==> config.mk <==
export PLATFORM = sky130hd
export DESIGN_NAME = fu_complete_bus_flat
export DESIGN_NICKNAME = d
export VERILOG_FILES = /design/src/rtl/fu_complete_bus_if.sv /design/src/rtl/fu_complete_bus.sv /design/src/flat_wrapper.sv
export SDC_FILE = /design/constraint.sdc
export NUM_CORES = 2
export LEC_CHECK = 0
export BUFFER_PORTS_ARGS = -buffer_cell sky130_fd_sc_hd__buf_2
export CAP_MARGIN = 20
export CORE_MARGIN = 2
export CORE_UTILIZATION = 35
export CTS_CLUSTER_SIZE = 40
export DETAILED_ROUTE_END_ITERATION = 8
export PLACE_DENSITY = 0.56
export RECOVER_POWER = 25
export SLEW_MARGIN = 20
export SYNTH_ARGS = -nofsm -noshare
export SYNTH_HDL_FRONTEND = slang
export SYNTH_SLANG_ARGS = --single-unit
==> constraint.sdc <==
create_clock -name clk -period 4 [get_ports clk]
set_clock_uncertainty 0.05 [all_clocks]
set_input_delay 0.6 -clock clk [delete_from_list [all_inputs] [get_ports clk]]
set_output_delay 0.6 -clock clk [all_outputs]
set_load 0.03 [all_outputs]
==> src/rtl/fu_complete_bus_if.sv <==
// Issue/completion bundle between the reservation station, the FU lanes and the wakeup consumers.
interface fu_complete_bus_if;
  logic        issue_FU1_valid, issue_FU2_valid, issue_FU3_valid;
  logic        issue_0_is_LS, issue_1_is_LS, issue_2_is_LS;
  logic        issue_0_alusrc, issue_1_alusrc, issue_2_alusrc;
  logic [3:0]  issue_0_alu_type, issue_1_alu_type, issue_2_alu_type;
  logic [5:0]  issue_0_rd_tag, issue_1_rd_tag, issue_2_rd_tag;
  logic [5:0]  issue_0_rob_num, issue_1_rob_num, issue_2_rob_num;
  logic [31:0] issue_0_rs1_val, issue_1_rs1_val, issue_2_rs1_val;
  logic [31:0] issue_0_rs2_val, issue_1_rs2_val, issue_2_rs2_val;
  logic [31:0] issue_0_imm, issue_1_imm, issue_2_imm;
  logic        FU1_ready, FU2_ready, FU3_ready;
  logic        wakeup_valid;
  logic [5:0]  wakeup_tag;
  logic [31:0] wakeup_val;
  logic [5:0]  wakeup_rob_num;
  logic        wakeup_is_LS;
  logic        issue_overflow;

  // Issuer side: drives ops, observes readiness and the broadcast.
  modport master (
    output issue_FU1_valid, issue_FU2_valid, issue_FU3_valid,
           issue_0_is_LS, issue_1_is_LS, issue_2_is_LS,
           issue_0_alusrc, issue_1_alusrc, issue_2_alusrc,
           issue_0_alu_type, issue_1_alu_type, issue_2_alu_type,
           issue_0_rd_tag, issue_1_rd_tag, issue_2_rd_tag,
           issue_0_rob_num, issue_1_rob_num, issue_2_rob_num,
           issue_0_rs1_val, issue_1_rs1_val, issue_2_rs1_val,
           issue_0_rs2_val, issue_1_rs2_val, issue_2_rs2_val,
           issue_0_imm, issue_1_imm, issue_2_imm,
    input  FU1_ready, FU2_ready, FU3_ready,
           wakeup_valid, wakeup_tag, wakeup_val, wakeup_rob_num, wakeup_is_LS,
           issue_overflow
  );

  // Execution side: the FU lanes and completion arbiter.
  modport slave (
    input  issue_FU1_valid, issue_FU2_valid, issue_FU3_valid,
           issue_0_is_LS, issue_1_is_LS, issue_2_is_LS,
           issue_0_alusrc, issue_1_alusrc, issue_2_alusrc,
           issue_0_alu_type, issue_1_alu_type, issue_2_alu_type,
           issue_0_rd_tag, issue_1_rd_tag, issue_2_rd_tag,
           issue_0_rob_num, issue_1_rob_num, issue_2_rob_num,
           issue_0_rs1_val, issue_1_rs1_val, issue_2_rs1_val,
           issue_0_rs2_val, issue_1_rs2_val, issue_2_rs2_val,
           issue_0_imm, issue_1_imm, issue_2_imm,
    output FU1_ready, FU2_ready, FU3_ready,
           wakeup_valid, wakeup_tag, wakeup_val, wakeup_rob_num, wakeup_is_LS,
           issue_overflow
  );
endinterface

==> src/rtl/fu_complete_bus.sv <==
// Three single-op FU lanes (IDLE->EXEC->DONE) serialized onto one round-robin wakeup broadcast.
// Optional multiplier for alu_type 12 enabled by defining FU_MUL_EN.
module fu_complete_bus #(
  parameter int unsigned EXEC_LAT = 1,
  parameter int unsigned MUL_LAT  = 3
) (
  input logic             clk,
  input logic             reset,
  fu_complete_bus_if.slave bus
);
  localparam int unsigned NL    = 3;
  localparam int unsigned CNT_W = 8;
  localparam logic [3:0]  OP_MUL = 4'd12;
`ifdef FU_MUL_EN
  localparam bit MUL_EN = 1'b1;
`else
  localparam bit MUL_EN = 1'b0;
`endif

  typedef enum logic [1:0] {S_IDLE, S_EXEC, S_DONE} lane_state_e;
  typedef struct packed {
    logic        is_ls;
    logic [3:0]  alu_type;
    logic [5:0]  rd_tag;
    logic [5:0]  rob_num;
    logic [31:0] a;
    logic [31:0] b;
    logic [31:0] imm;
  } op_t;

  logic [NL-1:0]    in_valid;
  op_t              in_op [NL];
  lane_state_e      state_q [NL], state_d [NL];
  logic [CNT_W-1:0] cnt_q [NL], cnt_d [NL];
  op_t              op_q [NL], op_d [NL];
  logic [31:0]      res_q [NL], res_d [NL];
  logic [NL-1:0]    ready_q, ready_d;
  logic             ovf_q, ovf_d;
  logic [1:0]       last_q, last_d;
  logic [NL-1:0]    grant;
  logic [1:0]       gidx, idx;
  logic             found;
  logic             wk_valid_q, wk_valid_d, wk_ls_q, wk_ls_d;
  logic [5:0]       wk_tag_q, wk_tag_d, wk_rob_q, wk_rob_d;
  logic [31:0]      wk_val_q, wk_val_d;

  assign in_valid = {bus.issue_FU3_valid, bus.issue_FU2_valid, bus.issue_FU1_valid};
  assign in_op[0] = '{is_ls: bus.issue_0_is_LS, alu_type: bus.issue_0_alu_type,
                      rd_tag: bus.issue_0_rd_tag, rob_num: bus.issue_0_rob_num, a: bus.issue_0_rs1_val,
                      b: bus.issue_0_alusrc ? bus.issue_0_imm : bus.issue_0_rs2_val, imm: bus.issue_0_imm};
  assign in_op[1] = '{is_ls: bus.issue_1_is_LS, alu_type: bus.issue_1_alu_type,
                      rd_tag: bus.issue_1_rd_tag, rob_num: bus.issue_1_rob_num, a: bus.issue_1_rs1_val,
                      b: bus.issue_1_alusrc ? bus.issue_1_imm : bus.issue_1_rs2_val, imm: bus.issue_1_imm};
  assign in_op[2] = '{is_ls: bus.issue_2_is_LS, alu_type: bus.issue_2_alu_type,
                      rd_tag: bus.issue_2_rd_tag, rob_num: bus.issue_2_rob_num, a: bus.issue_2_rs1_val,
                      b: bus.issue_2_alusrc ? bus.issue_2_imm : bus.issue_2_rs2_val, imm: bus.issue_2_imm};

  // Result of a captured op; load/store ops always produce an effective address.
  function automatic logic [31:0] alu(input op_t op);
    logic [31:0] r;
    r = '0;
    if (op.is_ls) begin
      r = op.a + op.imm;
    end else begin
      case (op.alu_type)
        4'd1:  r = op.a + op.b;
        4'd2:  r = op.a - op.b;
        4'd3:  r = op.a & op.b;
        4'd4:  r = op.a | op.b;
        4'd5:  r = op.a ^ op.b;
        4'd6:  r = op.a << op.b[4:0];
        4'd7:  r = op.a >> op.b[4:0];
        4'd8:  r = 32'($signed(op.a) >>> op.b[4:0]);
        4'd9:  r = {31'd0, $signed(op.a) < $signed(op.b)};
        4'd10: r = {31'd0, op.a < op.b};
        4'd11: r = op.imm;
`ifdef FU_MUL_EN
        4'd12: r = 32'(op.a * op.b);
`endif
        default: r = '0;
      endcase
    end
    return r;
  endfunction

  // Round-robin pick among DONE lanes, starting after the last granted lane.
  always_comb begin
    grant      = '0;
    gidx       = last_q;
    idx        = '0;
    found      = 1'b0;
    wk_valid_d = 1'b0;
    wk_tag_d   = '0;
    wk_val_d   = '0;
    wk_rob_d   = '0;
    wk_ls_d    = 1'b0;
    for (int k = 1; k <= int'(NL); k++) begin
      idx = 2'((int'(last_q) + k) % int'(NL));
      if (!found && state_q[idx] == S_DONE) begin
        found     = 1'b1;
        grant[idx] = 1'b1;
        gidx      = idx;
      end
    end
    if (found) begin
      wk_valid_d = 1'b1;
      wk_tag_d   = op_q[gidx].rd_tag;
      wk_val_d   = res_q[gidx];
      wk_rob_d   = op_q[gidx].rob_num;
      wk_ls_d    = op_q[gidx].is_ls;
    end
  end

  // Lane next-state, operand capture, overflow detection and readiness.
  always_comb begin
    ovf_d   = ovf_q;
    last_d  = last_q;
    ready_d = '0;
    for (int i = 0; i < int'(NL); i++) begin
      state_d[i] = state_q[i];
      cnt_d[i]   = cnt_q[i];
      op_d[i]    = op_q[i];
      res_d[i]   = res_q[i];
      if (in_valid[i] && state_q[i] != S_IDLE) ovf_d = 1'b1;
      case (state_q[i])
        S_IDLE: if (in_valid[i]) begin
          op_d[i]    = in_op[i];
          cnt_d[i]   = (MUL_EN && !in_op[i].is_ls && in_op[i].alu_type == OP_MUL)
                       ? CNT_W'(MUL_LAT - 1) : CNT_W'(EXEC_LAT - 1);
          state_d[i] = S_EXEC;
        end
        S_EXEC: if (cnt_q[i] != '0) begin
          cnt_d[i] = cnt_q[i] - CNT_W'(1);
        end else begin
          res_d[i]   = alu(op_q[i]);
          state_d[i] = S_DONE;
        end
        S_DONE: if (grant[i]) state_d[i] = S_IDLE;
        default: state_d[i] = S_IDLE;
      endcase
      ready_d[i] = (state_d[i] == S_IDLE);
    end
    if (found) last_d = gidx;
  end

  // State and output registers; reset discards any in-flight op.
  always_ff @(posedge clk) begin
    if (reset) begin
      for (int i = 0; i < int'(NL); i++) begin
        state_q[i] <= S_IDLE;
        cnt_q[i]   <= '0;
        op_q[i]    <= '0;
        res_q[i]   <= '0;
      end
      ready_q    <= '1;
      ovf_q      <= 1'b0;
      last_q     <= 2'd2;
      wk_valid_q <= 1'b0;
      wk_tag_q   <= '0;
      wk_val_q   <= '0;
      wk_rob_q   <= '0;
      wk_ls_q    <= 1'b0;
    end else begin
      for (int i = 0; i < int'(NL); i++) begin
        state_q[i] <= state_d[i];
        cnt_q[i]   <= cnt_d[i];
        op_q[i]    <= op_d[i];
        res_q[i]   <= res_d[i];
      end
      ready_q    <= ready_d;
      ovf_q      <= ovf_d;
      last_q     <= last_d;
      wk_valid_q <= wk_valid_d;
      wk_tag_q   <= wk_tag_d;
      wk_val_q   <= wk_val_d;
      wk_rob_q   <= wk_rob_d;
      wk_ls_q    <= wk_ls_d;
    end
  end

  assign bus.FU1_ready      = ready_q[0];
  assign bus.FU2_ready      = ready_q[1];
  assign bus.FU3_ready      = ready_q[2];
  assign bus.wakeup_valid   = wk_valid_q;
  assign bus.wakeup_tag     = wk_tag_q;
  assign bus.wakeup_val     = wk_val_q;
  assign bus.wakeup_rob_num = wk_rob_q;
  assign bus.wakeup_is_LS   = wk_ls_q;
  assign bus.issue_overflow = ovf_q;
endmodule

==> src/flat_wrapper.sv <==
// flat-port wrapper written by rule: the top's interface ports become plain ports
module fu_complete_bus_flat 
#(
  parameter int unsigned EXEC_LAT = 1,
  parameter int unsigned MUL_LAT  = 3
)
  (clk, reset, bus_issue_FU1_valid, bus_issue_FU2_valid, bus_issue_FU3_valid, bus_issue_0_is_LS, bus_issue_1_is_LS, bus_issue_2_is_LS, bus_issue_0_alusrc, bus_issue_1_alusrc, bus_issue_2_alusrc, bus_issue_0_alu_type, bus_issue_1_alu_type, bus_issue_2_alu_type, bus_issue_0_rd_tag, bus_issue_1_rd_tag, bus_issue_2_rd_tag, bus_issue_0_rob_num, bus_issue_1_rob_num, bus_issue_2_rob_num, bus_issue_0_rs1_val, bus_issue_1_rs1_val, bus_issue_2_rs1_val, bus_issue_0_rs2_val, bus_issue_1_rs2_val, bus_issue_2_rs2_val, bus_issue_0_imm, bus_issue_1_imm, bus_issue_2_imm, bus_FU1_ready, bus_FU2_ready, bus_FU3_ready, bus_wakeup_valid, bus_wakeup_tag, bus_wakeup_val, bus_wakeup_rob_num, bus_wakeup_is_LS, bus_issue_overflow);
  fu_complete_bus_if bus_i ();
  input logic clk;
  input logic reset;
  input wire logic [$bits(bus_i.issue_FU1_valid)-1:0] bus_issue_FU1_valid;
  input wire logic [$bits(bus_i.issue_FU2_valid)-1:0] bus_issue_FU2_valid;
  input wire logic [$bits(bus_i.issue_FU3_valid)-1:0] bus_issue_FU3_valid;
  input wire logic [$bits(bus_i.issue_0_is_LS)-1:0] bus_issue_0_is_LS;
  input wire logic [$bits(bus_i.issue_1_is_LS)-1:0] bus_issue_1_is_LS;
  input wire logic [$bits(bus_i.issue_2_is_LS)-1:0] bus_issue_2_is_LS;
  input wire logic [$bits(bus_i.issue_0_alusrc)-1:0] bus_issue_0_alusrc;
  input wire logic [$bits(bus_i.issue_1_alusrc)-1:0] bus_issue_1_alusrc;
  input wire logic [$bits(bus_i.issue_2_alusrc)-1:0] bus_issue_2_alusrc;
  input wire logic [$bits(bus_i.issue_0_alu_type)-1:0] bus_issue_0_alu_type;
  input wire logic [$bits(bus_i.issue_1_alu_type)-1:0] bus_issue_1_alu_type;
  input wire logic [$bits(bus_i.issue_2_alu_type)-1:0] bus_issue_2_alu_type;
  input wire logic [$bits(bus_i.issue_0_rd_tag)-1:0] bus_issue_0_rd_tag;
  input wire logic [$bits(bus_i.issue_1_rd_tag)-1:0] bus_issue_1_rd_tag;
  input wire logic [$bits(bus_i.issue_2_rd_tag)-1:0] bus_issue_2_rd_tag;
  input wire logic [$bits(bus_i.issue_0_rob_num)-1:0] bus_issue_0_rob_num;
  input wire logic [$bits(bus_i.issue_1_rob_num)-1:0] bus_issue_1_rob_num;
  input wire logic [$bits(bus_i.issue_2_rob_num)-1:0] bus_issue_2_rob_num;
  input wire logic [$bits(bus_i.issue_0_rs1_val)-1:0] bus_issue_0_rs1_val;
  input wire logic [$bits(bus_i.issue_1_rs1_val)-1:0] bus_issue_1_rs1_val;
  input wire logic [$bits(bus_i.issue_2_rs1_val)-1:0] bus_issue_2_rs1_val;
  input wire logic [$bits(bus_i.issue_0_rs2_val)-1:0] bus_issue_0_rs2_val;
  input wire logic [$bits(bus_i.issue_1_rs2_val)-1:0] bus_issue_1_rs2_val;
  input wire logic [$bits(bus_i.issue_2_rs2_val)-1:0] bus_issue_2_rs2_val;
  input wire logic [$bits(bus_i.issue_0_imm)-1:0] bus_issue_0_imm;
  input wire logic [$bits(bus_i.issue_1_imm)-1:0] bus_issue_1_imm;
  input wire logic [$bits(bus_i.issue_2_imm)-1:0] bus_issue_2_imm;
  output wire logic [$bits(bus_i.FU1_ready)-1:0] bus_FU1_ready;
  output wire logic [$bits(bus_i.FU2_ready)-1:0] bus_FU2_ready;
  output wire logic [$bits(bus_i.FU3_ready)-1:0] bus_FU3_ready;
  output wire logic [$bits(bus_i.wakeup_valid)-1:0] bus_wakeup_valid;
  output wire logic [$bits(bus_i.wakeup_tag)-1:0] bus_wakeup_tag;
  output wire logic [$bits(bus_i.wakeup_val)-1:0] bus_wakeup_val;
  output wire logic [$bits(bus_i.wakeup_rob_num)-1:0] bus_wakeup_rob_num;
  output wire logic [$bits(bus_i.wakeup_is_LS)-1:0] bus_wakeup_is_LS;
  output wire logic [$bits(bus_i.issue_overflow)-1:0] bus_issue_overflow;
  assign bus_i.issue_FU1_valid = bus_issue_FU1_valid;
  assign bus_i.issue_FU2_valid = bus_issue_FU2_valid;
  assign bus_i.issue_FU3_valid = bus_issue_FU3_valid;
  assign bus_i.issue_0_is_LS = bus_issue_0_is_LS;
  assign bus_i.issue_1_is_LS = bus_issue_1_is_LS;
  assign bus_i.issue_2_is_LS = bus_issue_2_is_LS;
  assign bus_i.issue_0_alusrc = bus_issue_0_alusrc;
  assign bus_i.issue_1_alusrc = bus_issue_1_alusrc;
  assign bus_i.issue_2_alusrc = bus_issue_2_alusrc;
  assign bus_i.issue_0_alu_type = bus_issue_0_alu_type;
  assign bus_i.issue_1_alu_type = bus_issue_1_alu_type;
  assign bus_i.issue_2_alu_type = bus_issue_2_alu_type;
  assign bus_i.issue_0_rd_tag = bus_issue_0_rd_tag;
  assign bus_i.issue_1_rd_tag = bus_issue_1_rd_tag;
  assign bus_i.issue_2_rd_tag = bus_issue_2_rd_tag;
  assign bus_i.issue_0_rob_num = bus_issue_0_rob_num;
  assign bus_i.issue_1_rob_num = bus_issue_1_rob_num;
  assign bus_i.issue_2_rob_num = bus_issue_2_rob_num;
  assign bus_i.issue_0_rs1_val = bus_issue_0_rs1_val;
  assign bus_i.issue_1_rs1_val = bus_issue_1_rs1_val;
  assign bus_i.issue_2_rs1_val = bus_issue_2_rs1_val;
  assign bus_i.issue_0_rs2_val = bus_issue_0_rs2_val;
  assign bus_i.issue_1_rs2_val = bus_issue_1_rs2_val;
  assign bus_i.issue_2_rs2_val = bus_issue_2_rs2_val;
  assign bus_i.issue_0_imm = bus_issue_0_imm;
  assign bus_i.issue_1_imm = bus_issue_1_imm;
  assign bus_i.issue_2_imm = bus_issue_2_imm;
  assign bus_FU1_ready = bus_i.FU1_ready;
  assign bus_FU2_ready = bus_i.FU2_ready;
  assign bus_FU3_ready = bus_i.FU3_ready;
  assign bus_wakeup_valid = bus_i.wakeup_valid;
  assign bus_wakeup_tag = bus_i.wakeup_tag;
  assign bus_wakeup_val = bus_i.wakeup_val;
  assign bus_wakeup_rob_num = bus_i.wakeup_rob_num;
  assign bus_wakeup_is_LS = bus_i.wakeup_is_LS;
  assign bus_issue_overflow = bus_i.issue_overflow;
  fu_complete_bus #(.EXEC_LAT(EXEC_LAT), .MUL_LAT(MUL_LAT)) u_core (.clk(clk), .reset(reset), .bus(bus_i));
endmodule
==> results.py <==
metrics = {
    "global_routing": {
        "grt_max_degree": 144,
        "antenna_found_initial": 25,
        "track_usage_pct": 33.37,
        "grt_overflow": 0,
        "first_global_vias": 53370,
        "grt_pass1_wl_um": 377100,
    },
    "finish": {
        "layout-drive-gt1-share_pct": 18.70,
        "synthToLayoutAreaGrowth_pct": 18.55,
        "nNetsFinal": 7991,
        "utilization_pct": 41.90,
    },
    "route": {
        "drt_iter0_drc": 6429,
        "num_vias": 56550,
        "dr.pass1.iters": 6,
        "wl_per_cell_um": 28.43,
        "drc": 0,
        "viasPerCell": 6.145,
        "drt_wl_total_um": 261600,
        "postRouteAntennaNets": 0,
    },
    "placement": {
        "place_congestion": 1.022,
        "dp_hpwl_um": 204200,
        "io_buffers": 396,
    },
    "critical_path": {
        "endpoint_kind": "flip-flop",
        "cpMostUsedCell": "o21ai_0",
        "critPathArrivalTime_ns": 4.33,
        "crit_path_start_kind": "flip-flop",
        "cp_slowest_cell": "o21ai_0",
        "timing.critical_path.buf_inv": 2,
        "cp.required_ns": 4.43,
        "crit_path_max_fanout": 78,
        "cp_slowest_stage_delay_ns": 0.72,
        "cp_top_family": "compound AO/OA/AOI/OAI gates",
        "worstSetupPathType": "flip-flop to flip-flop",
        "worstPathCellList": "buf_4 -> buf_12 -> mux2i_1 -> o21ai_0 -> mux4_2 -> nand2_1 -> o31a_1 -> o21ai_0 -> a21oi_1 -> o22ai_1",
    },
    "yosys": {
        "synth_common_cells": "838 x nand2_1, 729 x nor2_1, 716 x a21oi_1, 421 x dfxtp_1, 412 x ha_1",
        "synth_area_leader_cell": "dfxtp_1",
        "synth.most_common_cell": "nand2_1",
        "synth_nets": 7471,
        "netlist_area_um2": 51580,
        "synth_seq_area_share_pct": 21.93,
        "synth.avg_cell_area_um2": 7.695,
        "yosys.area.top_type_share_pct": 16.34,
        "yosys_warnings": 0,
        "syn_inst": 6703,
        "ys_ff_latch": 517,
        "ys_types": 109,
        "synth_ff_type": "dfxtp_1",
        "synthArstFlopShare_pct": 0,
        "synth-edff-count": 96,
        "ys_top_cells_by_area": "dfxtp_1 16%, ha_1 10%, mux4_2 7.4%",
    },
    "outcome": {
        "status": "finished, violations left",
        "violations": "max-capacitance violations, max-slew violations",
    },
    "cts": {
        "root_buffer": "clkbuf_16",
        "cts-htree-levels": 3,
        "cts_tree": "yes",
        "cts.clk_slew.worst_paths_ns": 0.06,
        "cts_buffers": 71,
        "cts_setup_buffers": 0,
        "cts_buffer_depth": 3,
        "clk_latency_ns": 0.71,
        "cts_sinks": 517,
        "ctsHoldBuffers": 0,
    },
    "timing": {
        "tightest_slew_ns": 3.173,
        "max_slew_margin_pct": -111.5,
        "fmax_mhz": 257.0,
        "rsz0062_at_grt": "true",
        "slew_viol_final": 302,
        "finalSetupViolations": 0,
        "period_share_pct": 97.28,
        "hold_ws_ns": 0.07603,
        "min_period_ns": 3.891,
        "hold_violations": 0,
    },
    "floorplan": {
        "io_pins": 397,
        "fp.dieH_um": 387.9,
        "dieArea_um2": 150500,
        "start_util_pct": 35.35,
        "rows": 140,
        "core_um2": 145900,
        "die_w_um": 387.9,
    },
    "power_and_ir_drop": {
        "vdd_drop_max_mv": 0.3840,
        "p_per_area_nw_per_um2": 648.3,
        "leakage_nw": 25.31,
    },
    "hold_path": {
        "hold_path.class": "input pin to flip-flop",
    },
    "run": {
        "cap_violations": 4,
    },
}
[routing by layer]
| layer | vias up | track usage, % | wire (um) |
|---|---|---|---|
| met5 | - | 0 | 73 |
| met4 | 12 | 13.68 | 12040 |
| met3 | 492 | 5.953 | 22120 |
| met2 | 2840 | 52.94 | 117300 |
| met1 | 27550 | 44.56 | 110100 |
| li1 | 25660 | - | - |
[metrics by stage]
stage / power [mW] / setup slack [ns] / cell area (um2) / setup TNS (ns) / std cells
global route: 41.69 / -0.02820 / 61140 / -0.03392 / 9200
detailed placement: 32.08 / 0.01800 / 58620 / 0 / 9066
finish: 39.64 / 0.1086 / 61140 / 0 / 9202
CTS: 39.17 / 0.0005427 / 61140 / 0 / 9196
floorplan: 22.36 / 0.03717 / 51610 / 0 / 6703
global placement: 32.08 / -0.1997 / 58620 / -0.4726 / 9066
[registers in the layout, indices dropped and copies added (netlist names)]
name                       count
u_core.bus.issue_overflow      1
u_core.bus.wakeup_is_LS        1
u_core.bus.wakeup_rob_num      6
u_core.bus.wakeup_tag          6
u_core.bus.wakeup_val         32
u_core.bus.wakeup_valid        1
u_core.cnt_q                  24
u_core.last_q                  2
u_core.op_q                  339
u_core.ready_q                 3
u_core.res_q                  96
u_core.state_q                 6
[path summary, 6_finish.rpt]
path,from,to,slack [ns],cells after the start
worst max-delay path,u_core.op_q[1][33]$_SDFFE_PP0P_,u_core.res_q[1][14]$_SDFFCE_PP0P_,0.11,10
worst min-delay path,bus_issue_2_rd_tag[5],u_core.op_q[2][107]$_SDFFE_PP0P_,0.08,3
worst max register to register,u_core.op_q[1][33]$_SDFFE_PP0P_,u_core.res_q[1][14]$_SDFFCE_PP0P_,0.11,10
worst min register to register,u_core.op_q[0][97]$_SDFFE_PP0P_,u_core.op_q[0][97]$_SDFFE_PP0P_,0.40,2
[what timing repair did]
action                     CTS  global route
gates resized for setup      1            16
pin swaps                    0             2
setup endpoints to repair    1            15
[worst reg2reg max path: cells and delay by family, from the launching register on]
kind            cells  cell delay [ns]
compound gates      5             2.02
buf+inv             2             0.64
flops               1             0.34
mux                 2             0.57
simple gates        1             0.08
[layout by cell type (no fill, tap or decap), types with 75 or more instances in the layout]
| cell | Yosys | final |
|---|---|---|
| clkbuf_16 | 0 | 76 |
| nand2_1 | 838 | 836 |
| nor3_1 | 126 | 117 |
| inv_1 | 309 | 308 |
| edfxtp_1 | 96 | 96 |
| a21o_1 | 95 | 94 |
| a21oi_1 | 716 | 714 |
| o22ai_1 | 79 | 79 |
| buf_4 | 12 | 534 |
| dfxtp_1 | 421 | 405 |
| a221oi_1 | 80 | 80 |
| mux4_2 | 170 | 170 |
| buf_2 | 50 | 365 |
| a22oi_1 | 75 | 75 |
| nor2_1 | 729 | 728 |
| mux2i_1 | 257 | 256 |
| ha_1 | 412 | 410 |
| o21ai_0 | 324 | 322 |
| nand2b_1 | 78 | 77 |
| o211ai_1 | 90 | 90 |
| a211oi_1 | 222 | 220 |
| nand3_1 | 79 | 79 |
[cells by family after synthesis]
| logic type | share of synthesized area (%) |
|---|---|
| fa+ha+maj | 10.34 |
| compound gates | 28.07 |
| xor+xnor | 1.987 |
| buf+inv | 6.516 |
| mux | 13.00 |
| simple gates | 18.15 |
| flops | 21.93 |
[power breakdown]
part / total (mW) / internal (mW) / switching (mW)
Combinational: 24.7 / 8.88 / 15.8
Clock: 6.93 / 3.99 / 2.95
Sequential: 8.04 / 6.65 / 1.40
Total: 39.6 / 19.5 / 20.1
[area by class of cell]
type	instances	area (um2)
Antenna cell	5	12.51
Clock buffer	93	2026
Sequential cell	517	11340
Multi-Input combinational cell	5343	37130
Tap cell	1917	2399
Inverter	325	1220
Clock inverter	37	485.5
Timing Repair Buffer	965	6534
Fill cell	15040	84770
Note: power is estimated with default switching activity, not from simulation.
